===== src/rtl/alu_pkg.sv =====
// Shared types and constants for the sequential ALU and its multiplier.
package alu_pkg;

    localparam int ALU_OP_W = 3;

    // Opcode encoding as presented on the op port.
    typedef enum logic [ALU_OP_W-1:0] {
        ALU_ADD = 3'b000,
        ALU_SUB = 3'b001,
        ALU_AND = 3'b010,
        ALU_OR  = 3'b011,
        ALU_XOR = 3'b100,
        ALU_SHL = 3'b101,
        ALU_SHR = 3'b110,
        ALU_MUL = 3'b111
    } alu_op_e;

    // Control FSM: waiting for an op, iterating a multiply, holding a result.
    typedef enum logic [1:0] {
        ST_IDLE = 2'd0,
        ST_MUL  = 2'd1,
        ST_DONE = 2'd2
    } alu_state_e;

endpackage


===== src/rtl/alu_mul_seq.sv =====
// Unsigned shift-add multiplier, one multiplier bit per clock.
// The first partial product is formed on the start edge, so the final
// product sits in prod_q and done pulses WIDTH-1 edges after start.
module alu_mul_seq #(
    parameter int WIDTH = 32
) (
    input  logic               clk,
    input  logic               rst,
    input  logic               start,
    input  logic [WIDTH-1:0]   a,
    input  logic [WIDTH-1:0]   b,
    output logic               busy,
    output logic               done,
    output logic [2*WIDTH-1:0] product
);

    localparam int CW = $clog2(WIDTH);

    logic [2*WIDTH-1:0] prod_q, prod_d;
    logic [WIDTH-1:0]   mcand_q, mcand_d;
    logic [CW-1:0]      cnt_q, cnt_d;
    logic               busy_q, busy_d;
    logic               done_q, done_d;

    // One iteration: conditionally add the multiplicand to the upper half,
    // then shift the whole register right (multiplier bits drain from the bottom).
    function automatic logic [2*WIDTH-1:0] mul_step(input logic [2*WIDTH-1:0] p,
                                                    input logic [WIDTH-1:0]   m);
        logic [WIDTH:0] sum;
        sum = {1'b0, p[2*WIDTH-1:WIDTH]} + {1'b0, (p[0] ? m : {WIDTH{1'b0}})};
        return {sum, p[WIDTH-1:1]};
    endfunction

    // Next-state for the iteration datapath and its counter.
    always_comb begin
        prod_d  = prod_q;
        mcand_d = mcand_q;
        cnt_d   = cnt_q;
        busy_d  = busy_q;
        done_d  = 1'b0;
        if (start) begin
            prod_d  = mul_step({{WIDTH{1'b0}}, b}, a);
            mcand_d = a;
            cnt_d   = CW'(1);
            busy_d  = 1'b1;
        end else if (busy_q) begin
            prod_d = mul_step(prod_q, mcand_q);
            cnt_d  = cnt_q + CW'(1);
            if (cnt_q == CW'(WIDTH - 1)) begin
                busy_d = 1'b0;
                done_d = 1'b1;
            end
        end
    end

    // Iteration state registers; reset aborts any multiply in flight.
    always_ff @(posedge clk or posedge rst) begin
        if (rst) begin
            prod_q  <= '0;
            mcand_q <= '0;
            cnt_q   <= '0;
            busy_q  <= 1'b0;
            done_q  <= 1'b0;
        end else begin
            prod_q  <= prod_d;
            mcand_q <= mcand_d;
            cnt_q   <= cnt_d;
            busy_q  <= busy_d;
            done_q  <= done_d;
        end
    end

    assign busy    = busy_q;
    assign done    = done_q;
    assign product = prod_q;

endmodule


===== src/rtl/alu_seq.sv =====
// Handshaked ALU with registered result and N/Z/C/V flags.
// Single-cycle ops complete on the accept edge; MUL runs the iterative
// multiplier for WIDTH cycles. Result and flags hold until the next write.
module alu_seq
    import alu_pkg::*;
#(
    parameter int WIDTH = 32
) (
    input  logic                clk,
    input  logic                rst,
    input  logic                in_valid,
    output logic                in_ready,
    input  logic [ALU_OP_W-1:0] op,
    input  logic [WIDTH-1:0]    op_a,
    input  logic [WIDTH-1:0]    op_b,
    output logic                out_valid,
    input  logic                out_ready,
    output logic [WIDTH-1:0]    result,
    output logic                flag_n,
    output logic                flag_z,
    output logic                flag_c,
    output logic                flag_v
);

    localparam int SW = $clog2(WIDTH);

    alu_state_e       state_q, state_d;
    logic [WIDTH-1:0] result_q, result_d;
    logic             n_q, n_d, z_q, z_d, c_q, c_d, v_q, v_d;

    alu_op_e          op_e;
    logic             accept;
    logic             load_alu;
    logic             load_mul;
    logic             mul_start;
    logic             mul_busy;
    logic             mul_done;
    logic [2*WIDTH-1:0] mul_product;

    logic [WIDTH-1:0] alu_r;
    logic             alu_c;
    logic             alu_v;
    logic [WIDTH:0]   add_sum;
    logic [WIDTH:0]   sub_sum;
    logic [WIDTH:0]   shl_ext;
    logic [WIDTH:0]   shr_ext;
    logic [SW-1:0]    shamt;

    assign op_e      = alu_op_e'(op);
    assign accept    = in_valid && in_ready;
    assign load_alu  = accept && (op_e != ALU_MUL);
    assign load_mul  = (state_q == ST_MUL) && mul_done;
    assign mul_start = accept && (op_e == ALU_MUL) && !mul_busy;

    alu_mul_seq #(
        .WIDTH (WIDTH)
    ) u_mul (
        .clk     (clk),
        .rst     (rst),
        .start   (mul_start),
        .a       (op_a),
        .b       (op_b),
        .busy    (mul_busy),
        .done    (mul_done),
        .product (mul_product)
    );

    // Single-cycle datapath: adder/subtractor, logic ops and barrel shifts.
    // Shifts carry an extra bit so the last bit shifted out lands there
    // (and is naturally 0 for a zero shift amount).
    always_comb begin
        shamt   = op_b[SW-1:0];
        add_sum = {1'b0, op_a} + {1'b0, op_b};
        sub_sum = {1'b0, op_a} + {1'b0, ~op_b} + (WIDTH+1)'(1);
        shl_ext = {1'b0, op_a} << shamt;
        shr_ext = {op_a, 1'b0} >> shamt;
        alu_r   = '0;
        alu_c   = 1'b0;
        alu_v   = 1'b0;
        case (op_e)
            ALU_ADD: begin
                alu_r = add_sum[WIDTH-1:0];
                alu_c = add_sum[WIDTH];
                alu_v = (op_a[WIDTH-1] == op_b[WIDTH-1]) && (alu_r[WIDTH-1] != op_a[WIDTH-1]);
            end
            ALU_SUB: begin
                alu_r = sub_sum[WIDTH-1:0];
                alu_c = sub_sum[WIDTH];
                alu_v = (op_a[WIDTH-1] != op_b[WIDTH-1]) && (alu_r[WIDTH-1] != op_a[WIDTH-1]);
            end
            ALU_AND: alu_r = op_a & op_b;
            ALU_OR:  alu_r = op_a | op_b;
            ALU_XOR: alu_r = op_a ^ op_b;
            ALU_SHL: begin
                alu_r = shl_ext[WIDTH-1:0];
                alu_c = shl_ext[WIDTH];
            end
            ALU_SHR: begin
                alu_r = shr_ext[WIDTH:1];
                alu_c = shr_ext[0];
            end
            default: ;
        endcase
    end

    // Result/flag writeback: only on entry to DONE, otherwise hold.
    always_comb begin
        result_d = result_q;
        n_d      = n_q;
        z_d      = z_q;
        c_d      = c_q;
        v_d      = v_q;
        if (load_alu) begin
            result_d = alu_r;
            n_d      = alu_r[WIDTH-1];
            z_d      = (alu_r == '0);
            c_d      = alu_c;
            v_d      = alu_v;
        end else if (load_mul) begin
            result_d = mul_product[WIDTH-1:0];
            n_d      = mul_product[WIDTH-1];
            z_d      = (mul_product[WIDTH-1:0] == '0);
            c_d      = (mul_product[2*WIDTH-1:WIDTH] != '0);
            v_d      = 1'b0;
        end
    end

    // State and result registers.
    always_ff @(posedge clk or posedge rst) begin
        if (rst) begin
            state_q  <= ST_IDLE;
            result_q <= '0;
            n_q      <= 1'b0;
            z_q      <= 1'b0;
            c_q      <= 1'b0;
            v_q      <= 1'b0;
        end else begin
            state_q  <= state_d;
            result_q <= result_d;
            n_q      <= n_d;
            z_q      <= z_d;
            c_q      <= c_d;
            v_q      <= v_d;
        end
    end

    // Next-state logic.
    always_comb begin
        state_d = state_q;
        case (state_q)
            ST_IDLE: begin
                if (accept) state_d = (op_e == ALU_MUL) ? ST_MUL : ST_DONE;
            end
            ST_MUL: begin
                if (mul_done) state_d = ST_DONE;
            end
            ST_DONE: begin
                if (out_ready) state_d = ST_IDLE;
            end
            default: state_d = ST_IDLE;
        endcase
    end

    // Handshake outputs depend only on state (and reset for in_ready).
    always_comb begin
        in_ready  = (state_q == ST_IDLE) && !rst;
        out_valid = (state_q == ST_DONE);
    end

    assign result = result_q;
    assign flag_n = n_q;
    assign flag_z = z_q;
    assign flag_c = c_q;
    assign flag_v = v_q;

endmodule


===== config.mk =====
export PLATFORM = sky130hd
export DESIGN_NAME = alu_seq
export DESIGN_NICKNAME = d
export VERILOG_FILES = /design/src/rtl/alu_pkg.sv /design/src/rtl/alu_mul_seq.sv /design/src/rtl/alu_seq.sv
export SDC_FILE = /design/constraint.sdc
export NUM_CORES = 1
export LEC_CHECK = 0
export CAP_MARGIN = 20
export CORE_MARGIN = 2
export CORE_UTILIZATION = 45
export CTS_CLUSTER_SIZE = 12
export DETAILED_ROUTE_END_ITERATION = 10
export GPL_TIMING_DRIVEN = 0
export SYNTH_ARGS = -nofsm -noshare
export SYNTH_HDL_FRONTEND = slang
export SYNTH_SLANG_ARGS = --single-unit

===== constraint.sdc =====
create_clock -name clk -period 15.6 [get_ports clk]
set_clock_uncertainty 0.2 [all_clocks]
set_input_delay 3.12 -clock clk [delete_from_list [all_inputs] [get_ports clk]]
set_output_delay 3.12 -clock clk [all_outputs]
set_load 0.01 [all_outputs]

==> results.sh <==
export IMPL_status="completed"
export IMPL_setup_viol=0
export IMPL_leakage_nw=8.277
export IMPL_hold_viol=0
export IMPL_total_power_w=0.002213
export IMPL_io_pins=109
export IMPL_synth_distinct_cells=86
export IMPL_layout_drive_gt1_share=0.08898
export IMPL_cp_cell_sequence="clkdlybuf4s50_1 > clkbuf_1 > inv_1 > buf_2 > clkbuf_1 > buf_1 > ha_1 > buf_2 > a221o_1 > a2111oi_0 > nor3_1 > xor2_1 > a211oi_1 > nor4b_1 > nand4_1 > nor4_1 > nand4b_1 > o21ai_1"
export IMPL_cp_max_fo=11
export IMPL_synth_async_sr_flop_share=1.000
export IMPL_path_clk_slew_ps=60
export IMPL_core_area_um2=37670
export IMPL_cts_hold_buf=0
export IMPL_fin_crit_sh=0.6475
export IMPL_min_path_cells=1
export IMPL_cts_setup_buffers=0
export IMPL_crit_arrival_ps=10290
export IMPL_synth_top_area_frac=0.2035
export IMPL_grt_pass1_vias=18044
export IMPL_root_buffer="clkbuf_16"
export IMPL_fmax_ghz=0.09901
export IMPL_synthTopCellsByArea="dfrtp_1 (20%), ha_1 (10%), mux2i_1 (5.6%)"
export IMPL_io_buffers=108
export IMPL_die_x_um=199.6
export IMPL_cts_inserted_buffers=17
export IMPL_vias=18878
export IMPL_use_met2=0.6380
export IMPL_rsz0062_at_grt="no"
export IMPL_nets=2460
export IMPL_row_count=71
export IMPL_postLayoutCoreUtil=0.5191
export IMPL_cts_sinks=140
export IMPL_area_growth_pct=13.57
export IMPL_ctsResizeCount=0
export IMPL_holdPathEnd="state_q[0]"
export IMPL_dr_pass1_iters=6
export IMPL_routed_wirelength_um=84180
export IMPL_grt_ovfl_total=0
export IMPL_cts_tree="done"
export IMPL_avgRoutedWirePerCell_um=30.38
export IMPL_required_ps=15790
export IMPL_regToRegSetupSlack_ps=10590
export IMPL_setup_worst_path_start_class="input pin"
export IMPL_ys_flop_type="dfrtp_1"
export IMPL_synth_area_um2=17220
export IMPL_dieHeight_um=199.6
export IMPL_met1_usage=0.5498
export IMPL_crit_path_end_kind="flop"
export IMPL_route_antenna_remaining_nets=0
export IMPL_max_slew_margin_rel=0.2313
export IMPL_dp_hpwl_um=67070
export IMPL_rr_worst_depth=15
export IMPL_whs_ps=267.7
export IMPL_timing_rr_start="u_mul.product[0]"
export IMPL_final_common_cell="nand2_1"
export IMPL_finalSetupTns_ps=0
export IMPL_clock_latency_ps=470
export IMPL_dieArea_um2=39840
export IMPL_syn_inst=2116
export IMPL_grt_use_met3=0.09992
export IMPL_maxCapViolCount=0
export IMPL_worstHoldStart="u_mul.done"
export IMPL_ys_seq_area_frac=0.2035
export IMPL_maxSlewViolCount=0
export IMPL_regToRegEndpoint="u_mul.product[58]"
export IMPL_grt_max_degree=72
export IMPL_synth_edf_count=0
export IMPL_grt_pass1_wl_um=122200
export IMPL_antenna_found_initial=1
export IMPL_hold_path_class="reg2reg"
export IMPL_criticalPathCategory="in2reg"
export IMPL_synth_seq_cells=140
export IMPL_remaining_drc_errors=0
export IMPL_drtIter0Drc=2069
export IMPL_clk_path_buf_depth=2
export IMPL_htreeDepth=4
export IMPL_cp_slowest_stage_delay_ps=930
export IMPL_grt_use_total=0.4263
export IMPL_syn_avg_cell_area_um2=8.136
export IMPL_powerDensity_nw_per_um2=113.2
export IMPL_dp_cells=2738
export IMPL_grt_most_used_layer="met2"
export IMPL_period_needed_ps=10100
export IMPL_tightest_slew_ps=1149
export IMPL_peakVddDrop_mv=0.1085
export IMPL_layout_common_cells="nand2_1 (172), a21oi_1 (151), nor2_1 (145), o21ai_0 (145)"
export IMPL_syn_nets=2330
export IMPL_routabilityCongestion=1.039
export IMPL_start_util=0.4570
export IMPL_layout_cells_non_filler=2771
export IMPL_avgViaCountPerCell=6.813
export IMPL_yosysWarnings=0
export IMPL_crit_slowest_cell="a2111oi_0"
export IMPL_synth_top_cell_by_area="dfrtp_1"
-- logic make-up (layout without fill, tap and decap cells) --
logic type,count (synthesis),in the layout,share of synthesized area
simple gates,631,631,0.1812
mux,204,204,0.1558
other cells,0,1,0
compound gates,697,697,0.2720
xor+xnor,39,39,0.01984
flops,140,140,0.2035
buf+inv,262,405,0.06236
fa+ha+maj,143,143,0.1052
-- worst max-delay path, delay by kind of cell --
kind | cells | cell delay [ps]
buffers and inverters | 7 | 3080
AND/OR/NAND/NOR | 5 | 1330
XOR/XNOR | 1 | 190
adder cells (fa/ha/maj) | 1 | 370
AO/OA/AOI/OAI | 4 | 2170
-- worst max-delay path by stage --
stage,startpoint,endpoint
floorplan,op_b[3],flag_z
global placement,op_b[3],flag_z
detailed placement,op_b[3],flag_z
CTS,op_b[3],flag_z
global route,op_b[3],flag_z
finish,op_b[3],flag_z
-- metrics by stage --
step	setup WS [ps]	cell area, um^2
global placement	5161	18940
CTS	5787	19550
finish	5500	19550
global route	5383	19550
floorplan	8373	17220
detailed placement	5287	18980
-- sequential cells by signal, summed over array words and instances (netlist names) --
signal and flops:
flag_c 1, flag_v 1, flag_z 1, result 32
state_q 2, u_mul.busy 1, u_mul.cnt_q 5, u_mul.done 1
u_mul.mcand_q 32, u_mul.product 64
-- cell usage after synthesis (24+ instances only) --
cell      instances
a211oi_1         56
a21o_1           30
a21oi_1         151
a22oi_1          34
a31oi_1          28
and2_1           39
buf_2            27
clkbuf_1         95
dfrtp_1         140
ha_1            140
inv_1           107
mux2_2           64
mux2i_1          97
mux4_2           30
nand2_1         172
nand3_1          39
nor2_1          145
nor2b_1          24
nor3_1           63
nor4_1           34
o21ai_0         145
o22ai_1          32
o31ai_1          25
-- where the power goes --
group	switching [W]	internal, W
sequential	0.000131	0.000508
combinational	0.000703	0.000466
clock	0.000176	0.000229
-- area by class of cell --
type                            instances  area, um^2
Buffer                                154       668.1
Clock inverter                         11       110.1
Tap cell                              511       639.4
Fill cell                            3745       18110
Inverter                              108       410.4
Sequential cell                       140        3503
Clock buffer                           21       460.4
Timing Repair Buffer                  111        1119
Antenna cell                            1       2.502
Multi-Input combinational cell       1714       12640
-- per-layer routing --
| metal | wire, um | up-vias |
|---|---|---|
| met1 | 33020 | 9198 |
| met4 | 5928 | 0 |
| met3 | 9113 | 269 |
| li1 | - | 8235 |
| met5 | 0 | - |
| met2 | 36120 | 1176 |
(Power assumes the default switching activity.)
